File: src/rtl/conv3x3_window_gen.sv
// conv3x3_window_gen
// Pops a raster-scan pixel stream from the conv3x3 input FIFO (1-cycle read
// latency). It keeps two previous rows in line buffers and emits every fully
// populated 3x3 window, with no padding, to the MAC array.
// Optional feature: define WINGEN_PERF_CNT_EN to add the stall_cnt output.
//
// Handshake: there is no valid/ready pair on the window side. The window
// output is a pure valid stream: win_valid marks a window on win_data, and the
// consumer must take it in that same cycle. On the FIFO side a pop is
// accepted in any cycle with fifo_rd_en=1. fifo_rd_en is never raised while
// fifo_empty=1. The popped word appears on fifo_rd_data in the next cycle.
module conv3x3_window_gen #(
    parameter int DATA_WIDTH = 16,
    parameter int IMG_W      = 8,
    parameter int IMG_H      = 8
) (
    input  logic                    clk,
    input  logic                    rst_n,
    input  logic                    start,
    input  logic [DATA_WIDTH-1:0]   fifo_rd_data,
    input  logic                    fifo_empty,
    output logic                    fifo_rd_en,
    output logic [9*DATA_WIDTH-1:0] win_data,
    output logic                    win_valid,
    output logic [9:0]              win_row,
    output logic [9:0]              win_col,
    output logic                    busy,
    output logic                    done,
`ifdef WINGEN_PERF_CNT_EN
    output logic [31:0]             stall_cnt,
`endif
    output logic [1:0]              state_dbg
);

    localparam int DW    = DATA_WIDTH;
    localparam int TOTAL = IMG_W * IMG_H;
    localparam int AW    = $clog2(IMG_W);

    typedef enum logic [1:0] {
        IDLE  = 2'd0,
        RUN   = 2'd1,
        FLUSH = 2'd2,
        DONE  = 2'd3
    } state_t;

    state_t          state, state_nxt;
    logic [20:0]     pop_cnt;
    logic            cap_vld;   // fifo_rd_data holds a pixel this cycle
    logic [9:0]      col, row;  // position of the pixel being captured
    logic [AW-1:0]   col_idx;
    logic [DW-1:0]   lb0 [IMG_W];  // previous row
    logic [DW-1:0]   lb1 [IMG_W];  // row before that
    logic [9*DW-1:0] win_shift;
    logic            start_ok;

    assign start_ok   = (state == IDLE) && start;
    assign col_idx    = col[AW-1:0];
    assign fifo_rd_en = (state == RUN) && !fifo_empty && (pop_cnt < 21'(TOTAL));
    assign busy       = (state == RUN) || (state == FLUSH);
    assign done       = (state == DONE);
    assign state_dbg  = state;

    // State register plus pop/capture bookkeeping.
    always_ff @(posedge clk or negedge rst_n) begin
        if (!rst_n) begin
            state   <= IDLE;
            pop_cnt <= '0;
            cap_vld <= 1'b0;
            col     <= '0;
            row     <= '0;
        end else begin
            state   <= state_nxt;
            cap_vld <= fifo_rd_en;
            if (start_ok) begin
                pop_cnt <= '0;
                col     <= '0;
                row     <= '0;
            end else begin
                if (fifo_rd_en) pop_cnt <= pop_cnt + 21'd1;
                if (cap_vld) begin
                    if (col == 10'(IMG_W - 1)) begin
                        col <= '0;
                        if (row != 10'(IMG_H - 1)) row <= row + 10'd1;
                    end else begin
                        col <= col + 10'd1;
                    end
                end
            end
        end
    end

    // Next-state logic; FLUSH ends once the final captured pixel has left the window.
    always_comb begin
        state_nxt = state;
        case (state)
            IDLE:    if (start) state_nxt = RUN;
            RUN:     if (fifo_rd_en && (pop_cnt == 21'(TOTAL - 1))) state_nxt = FLUSH;
            FLUSH:   if (!cap_vld) state_nxt = DONE;
            DONE:    state_nxt = IDLE;
            default: state_nxt = IDLE;
        endcase
    end

    // Shift the window left by one column and append {linebuf1, linebuf0, new pixel}.
    always_comb begin
        win_shift = win_data;
        for (int r = 0; r < 3; r++) begin
            win_shift[DW*(3*r)   +: DW] = win_data[DW*(3*r+1) +: DW];
            win_shift[DW*(3*r+1) +: DW] = win_data[DW*(3*r+2) +: DW];
        end
        win_shift[DW*2 +: DW] = lb1[col_idx];
        win_shift[DW*5 +: DW] = lb0[col_idx];
        win_shift[DW*8 +: DW] = fifo_rd_data;
    end

    // Line buffers carry no reset; every entry is rewritten before it is used in a valid window.
    always_ff @(posedge clk) begin
        if (cap_vld) begin
            lb1[col_idx] <= lb0[col_idx];
            lb0[col_idx] <= fifo_rd_data;
        end
    end

    // Window output registers; these hold their value through FIFO bubbles.
    always_ff @(posedge clk or negedge rst_n) begin
        if (!rst_n) begin
            win_data  <= '0;
            win_valid <= 1'b0;
            win_row   <= '0;
            win_col   <= '0;
        end else begin
            win_valid <= cap_vld && (row >= 10'd2) && (col >= 10'd2);
            if (cap_vld) begin
                win_data <= win_shift;
                win_row  <= row;
                win_col  <= col;
            end
        end
    end

`ifdef WINGEN_PERF_CNT_EN
    // Count cycles spent waiting on an empty FIFO while in RUN.
    always_ff @(posedge clk or negedge rst_n) begin
        if (!rst_n)                             stall_cnt <= '0;
        else if (start_ok)                      stall_cnt <= '0;
        else if ((state == RUN) && fifo_empty)  stall_cnt <= stall_cnt + 32'd1;
    end
`endif

endmodule

File: config.mk
export PLATFORM = sky130hd
export DESIGN_NAME = conv3x3_window_gen
export DESIGN_NICKNAME = d
export VERILOG_FILES = /design/src/rtl/conv3x3_window_gen.sv
export SDC_FILE = /design/constraint.sdc
export NUM_CORES = 1
export LEC_CHECK = 0
export ABC_AREA = 1
export BUFFER_PORTS_ARGS = -buffer_cell sky130_fd_sc_hd__buf_2
export CAP_MARGIN = 20
export CORE_MARGIN = 8
export CORE_UTILIZATION = 25
export CTS_CLUSTER_DIAMETER = 30
export CTS_CLUSTER_SIZE = 28
export DETAILED_ROUTE_END_ITERATION = 8
export HOLD_SLACK_MARGIN = 0.05
export PLACE_DENSITY = 0.48
export SLEW_MARGIN = 20
export SYNTH_ARGS = -nofsm -noshare
export SYNTH_HDL_FRONTEND = slang
export SYNTH_SLANG_ARGS = --single-unit
export TNS_END_PERCENT = 10
File: constraint.sdc
create_clock -name clk -period 2.59 [get_ports clk]
set_input_delay 0.259 -clock clk [delete_from_list [all_inputs] [get_ports clk]]
set_output_delay 0.259 -clock clk [all_outputs]
set_load 0.02 [all_outputs]
Word-level counts from Yosys, hierarchy flattened
Memory sizes are Yosys's and may differ from the RTL's. A register that Yosys moved wholly into a read port is not among the register bits.
Cells that the tools add are included.
- bits in registers: 209
- memory bits (writable): 256
- bits of input ports: 20
- output and inout port bits: 170
- logic and storage cells: 57
- memories kept: 2
- memory list (memory ; words ; bits a word ; rd ports ; clocked after Yosys merged registers in ; write ports ; line ; source):
    lb0 ; 8 ; 16 ; 1 ; 0 ; 1 ; 51 ; logic [DW-1:0] lb0 [IMG_W];
    lb1 ; 8 ; 16 ; 1 ; 1 ; 1 ; 52 ; logic [DW-1:0] lb1 [IMG_W];
- $add $sub $neg: 3
- magnitude comparators: 3
- eq/ne operators: 9
- muxes and demuxes: 15
- reductions and logical operators: 16
- operator list (operator ; count):
    10-bit two-way mux ; 7
    21-bit two-way mux ; 2
    21-bit by 1-bit adder with 21-bit output, second input constant ; 1
    21-bit by 6-bit == test with 1-bit output, second input constant ; 1
    21-bit by 7-bit < comparator with 1-bit output, second input constant ; 1
    10-bit by 1-bit adder with 10-bit output, second input constant ; 2
    10-bit by 2-bit greater-or-equal comparator with 1-bit output, second input constant ; 2
    10-bit by 3-bit == test with 1-bit output, second input constant ; 1
    10-bit by 3-bit inequality test with 1-bit output, second input constant ; 1
    2-bit one-hot mux with 4 select lines ; 1
    2-bit nonzero test ; 4
    1-bit logical AND ; 6
    2-bit two-way mux ; 3
    3-bit AND reduction ; 2
    2-bit == test, second input constant ; 2
    2-bit inequality test, second input constant ; 2
    2-bit by 1-bit == test with 1-bit output, second input constant ; 1
    1-bit logical NOT ; 2
    2-bit logical NOT ; 1
    1-bit two-way mux ; 2
    2-bit by 1-bit inequality test with 1-bit output, second input constant ; 1
    1-bit logical OR ; 1

Depth between registers and ports, before layout
- depth in word-level cells: 6
- gate-level depth with buffers: 11
- depth with buffers taken out: 10

Worst setup path before layout
Ideal clock, no wire load.
- path kind: flip-flop to flip-flop
- start: reg col[2]
- end: mem lb0[5][0] (netlist bit), enable pin
- setup time: 0.422 ns
- arrival time: 2.413 ns
- required time: 2.168 ns
- slack: -0.244 ns
- cell stages (with the launch flop): 8
- buffers on the path: 3
- period minus slack after synthesis: 2.834 ns
- path through: dfrtp_1 -> buf_4 -> inv_2 -> nor2_2 -> buf_4 -> buf_6 -> inv_1 -> nor2_1
- RTL lines (what ; line ; source):
    start, declared ; 49 ; logic [9:0] col, row;
    start signal, assigned ; 85 ; col <= col + 10'd1;
    end, declared ; 51 ;
Straight into the memory's write port.

Worst setup path after layout
- start: reg state[0] (netlist: state_dbg[0])
- end: reg row[3]
- word-level cells in the longest chain between the ends: 4
- elaborated cells on any way between the ends: 7
- classes of those cells: 1 x mux; 6 x reduce/logical
- RTL lines (what ; line ; source):
    start, declared ; 46 ; state_t state, state_nxt;
    start signal, assigned ; 72 ; state <= state_nxt;
    2-bit logical NOT (*) ; 56 ; assign start_ok = (state == IDLE) && start;
    1-bit logical AND (*) ; 56 ;
    2-bit nonzero test (no line) ; - ;
    3-bit AND reduction (no line) ; - ;
    end signal, assigned ; 83 ; if (row != 10'(IMG_H - 1)) row <= row + 10'd1;
    end, declared ; 49 ;
Mark *: on every way between the ends. The rest lies on a longest branch, timed or not.
A chain may end at the register's enable or synchronous reset.

==> results.toml <==
[power_and_ir_drop]
power.sequential.fraction_pct = 33.8
power.density_nw_per_um2 = 1312
power_frac_clock_pct = 41.7
power.leakage_nw = 10.34
power_switching_share_pct = 34.07
comb_power_share_pct = 24.5
maximum_vdd_drop_mv = 0.4655
internal_power_w = 0.02101
total_power_w = 0.03186
total_switching_power_w = 0.01085

[setup_path]
worstReg2RegEnd = "row[3]"
crit_slowest_cell = "dfrtp_1"
cpMostUsedCell = "nand2_1"
criticalPathCategory = "reg2reg"
worst_setup_path_end_kind = "register"
beginning_of_the_critical_path = "state_dbg[0]"
crit_path_max_fanout = 19
regToRegSetupSlack_ns = 0.39
cp_data_required_time_ns = 3.12
cp.buffers_inverters = 3
critical_path.cell_chain = "inv_1 > ha_1 > nand2_1 > nand2_1 > inv_1 > a21oi_1 > nand2_2 > inv_1 > nand2_1 > nand2_1"
critical_path.startpoint_type = "register"
critPathCapture = "row[3]"
timing.critical_path.max_delay_family = "simple AND/OR/NAND/NOR gates"
critical_path_arrival_ns = 2.73
reg2regPathDepth = 10
rr_startpoint = "state_dbg[0]"
timing.critical_path.depth = 10
crit_path_max_incr_delay_ns = 0.40

[cells_and_area]
design.final.nets = 1954
drive_above_1_share_pct = 22.39
non_filler_cells_final = 2983
layout.cells.most_common_list = "nand2_1 (519), edfxtp_1 (256), dfrtp_1 (208), buf_2 (188), nor2_1 (162)"
area_growth_pct = 28.67
final_common_cell = "nand2_1"

[grt]
largest_net_degree_at_the_start_of_global_routing = 154
globalRouteTotalUtil_pct = 12.40
wire_length_of_the_first_global_routing_pass_microns = 82300
antenna_violations_before_repair = 5
first_global_vias = 13090
globalRouteOverflowTotal = 0

[status]
status = "finished clean"

[routing]
postRouteAntennaNets = 0
routedWlPerCell_microns = 17.86
final_routed_drc_violation_total = 0
firstDrtPassIters = 7
detail_route.iter0.violations = 779
postRouteWirelength_microns = 53280
via_per_inst = 4.311
num_vias = 12860

[sta]
finalSetupTns_ns = 0
hold_viol = 0
setup_violations = 0
hold-worst-slack_ns = 0.1055
timing.final.crit_period_ns = 2.205
fin_ws_ns = 0.3852
timing.final.max_slew_violations = 0
max_slew.worst_pin.slew_ns = 1.041
fmaxAchievable_mhz = 453.6
clock_tree_skew_after_final_layout_ns = 0.05704
relSlewSlack_pct = 30.60
fin_crit_sh_pct = 85.13
rsz0062_at_grt = "false"

[clocking]
h-tree-depth = 3
tritoncts.num_buffers = 101
clock-sinks = 465
cts_root_buf = "clkbuf_16"
cts_tree = "done"
clkLatencyLatePin_ns = 0.65
buffers_inserted_during_post_cts_setup_optimization = 0
ctsLongestPathBuffers = 3
clkSlewWorstSetupHoldPaths_ns = 0.05

[place]
dp.final_hpwl_microns = 33720
post-place-ws_ns = 0.3489
placed_cells_incl_taps = 2772
gp_congestion = 0.7627
buffer_ports.inserted = 189

[logic_synthesis]
syn_avg_cell_area_sq_um = 10.84
synth_async_reset_ratio_pct = 44.95
synth_cell_types = 31
synth.net_count = 1771
synth_seq_cells = 465
yosysWarnings = 0
synth_enable_flop_cells = 256
post_synth_instance_area_sq_um = 18870
netlist_instances = 1741
dominantRegCellSynth = "edfxtp_1"
synth_seq_area_share_pct = 68.45

[floorplanning]
floorplan.core_area_sq_um = 74570
die_w_microns = 290.8
die_y_microns = 290.8
initial_core_util_pct = 25.31
dieArea_sq_um = 84540
io_pins = 190
rows = 100

[job]
max_cap_viol_count = 0

[hold_path]
worst_hold_path_type = "in2reg"
[Yosys cell counts (2+ instances only)]
cell	count	area [sq um]
inv_2	4	15.01
nand2_1	519	1948
xor2_1	7	61.31
edfxtp_1	256	7687
nand4_1	27	168.9
a211oi_1	17	127.6
dfrtp_1	209	5230
o21ai_2	7	61.31
nor4_1	5	31.28
o21ai_1	11	55.05
o22ai_1	18	112.6
nor2_4	3	33.78
o211ai_1	16	120.1
buf_4	99	743.2
nand3_1	95	475.5
or2_2	18	112.6
a21oi_1	5	25.02
buf_2	24	120.1
buf_1	11	41.29
clkbuf_1	40	150.1
buf_6	2	22.52
o21ai_0	92	460.4
ha_1	10	125.1
inv_1	67	251.5
nor2_1	170	638.1
nor3_1	4	20.02
[sequential cells by signal, summed over array words and instances, names as in the netlist]
register and cells:
row 10, cap_vld 1, pop_cnt 21, win_data 144
lb1 128, col 10, state_dbg 2, win_valid 1
win_row 10, lb0 128, win_col 10
[power by group through the flow]
stage	sequential, W	clock (W)	combinational (W)
6_report	0.0108	0.0133	0.00780
4_1_cts	0.0108	0.0136	0.00801
3_3_place_gp	0.0109	0	0.00786
2_1_floorplan	0.0109	0	0.00529
3_5_place_dp	0.0109	0	0.00795
5_1_grt	0.0110	0.0140	0.00869
[stage by stage]
step | area, sq um | util, %
after floorplan | 18870 | -
after global placement | 20470 | 27.45
after detailed placement | 20470 | 27.45
after CTS | 24270 | 32.55
after global routing | 24270 | 32.55
final | 24280 | 32.56
[cell type report]
class                   count  area [sq um]
diodes                      4         10.01
clock buffers             123          2733
clock inverters            66         888.4
fillers                  7521         50290
inverters                  71         271.5
multi-input cells        1029          4631
flip-flops and latches    465         12920
well taps                 969          1212
repair buffers            256          1617
[timing repair]
action | in CTS | in global routing
hold buffers | 18 | 0
resized for setup | 0 | 0
endpoints found under the setup margin | 0 | 0
endpoints found under the hold margin | 324 | 0
[worst reg2reg max path: stages, from the launching register on]
cell and delay (ns):
dfrtp_1 0.40, inv_1 0.11, ha_1 0.22, nand2_1 0.29
nand2_1 0.28, inv_1 0.20, a21oi_1 0.07, nand2_2 0.34
inv_1 0.11, nand2_1 0.07, nand2_1 0.05
[per-layer routing]
metal / track usage [%] / up-vias / part of all wire (%)
met5: 0 / - / 0.049
met4: 4.385 / 4 / 2.5
met3: 3.299 / 88 / 6.1
met2: 19.95 / 353 / 47
met1: 16.00 / 6275 / 45
li1: - / 6140 / -
[logic make-up (layout without fill, tap and decap cells)]
group	count (synthesis)	count (layout)	share of synthesized area, %
simple gates	844	844	18.27
flops	465	465	68.45
buf+inv	247	516	7.121
compound gates	168	168	5.178
fa+ha+maj	10	10	0.6630
xor+xnor	7	7	0.3249
other cells	0	4	0
[worst min path at each step]
stage / to / slack (ns) / from / cells past startpoint
after detailed placement: win_data[100] / 0.23 / rst_n / 1
after CTS: state_dbg[0] / 0.06 / start / 5
after global routing: state_dbg[1] / 0.12 / start / 5
after global placement: win_data[100] / 0.23 / rst_n / 1
after floorplan: cap_vld / -0.04 / rst_n / 0
final: state_dbg[1] / 0.11 / start / 5
(Power assumes the default switching activity.)
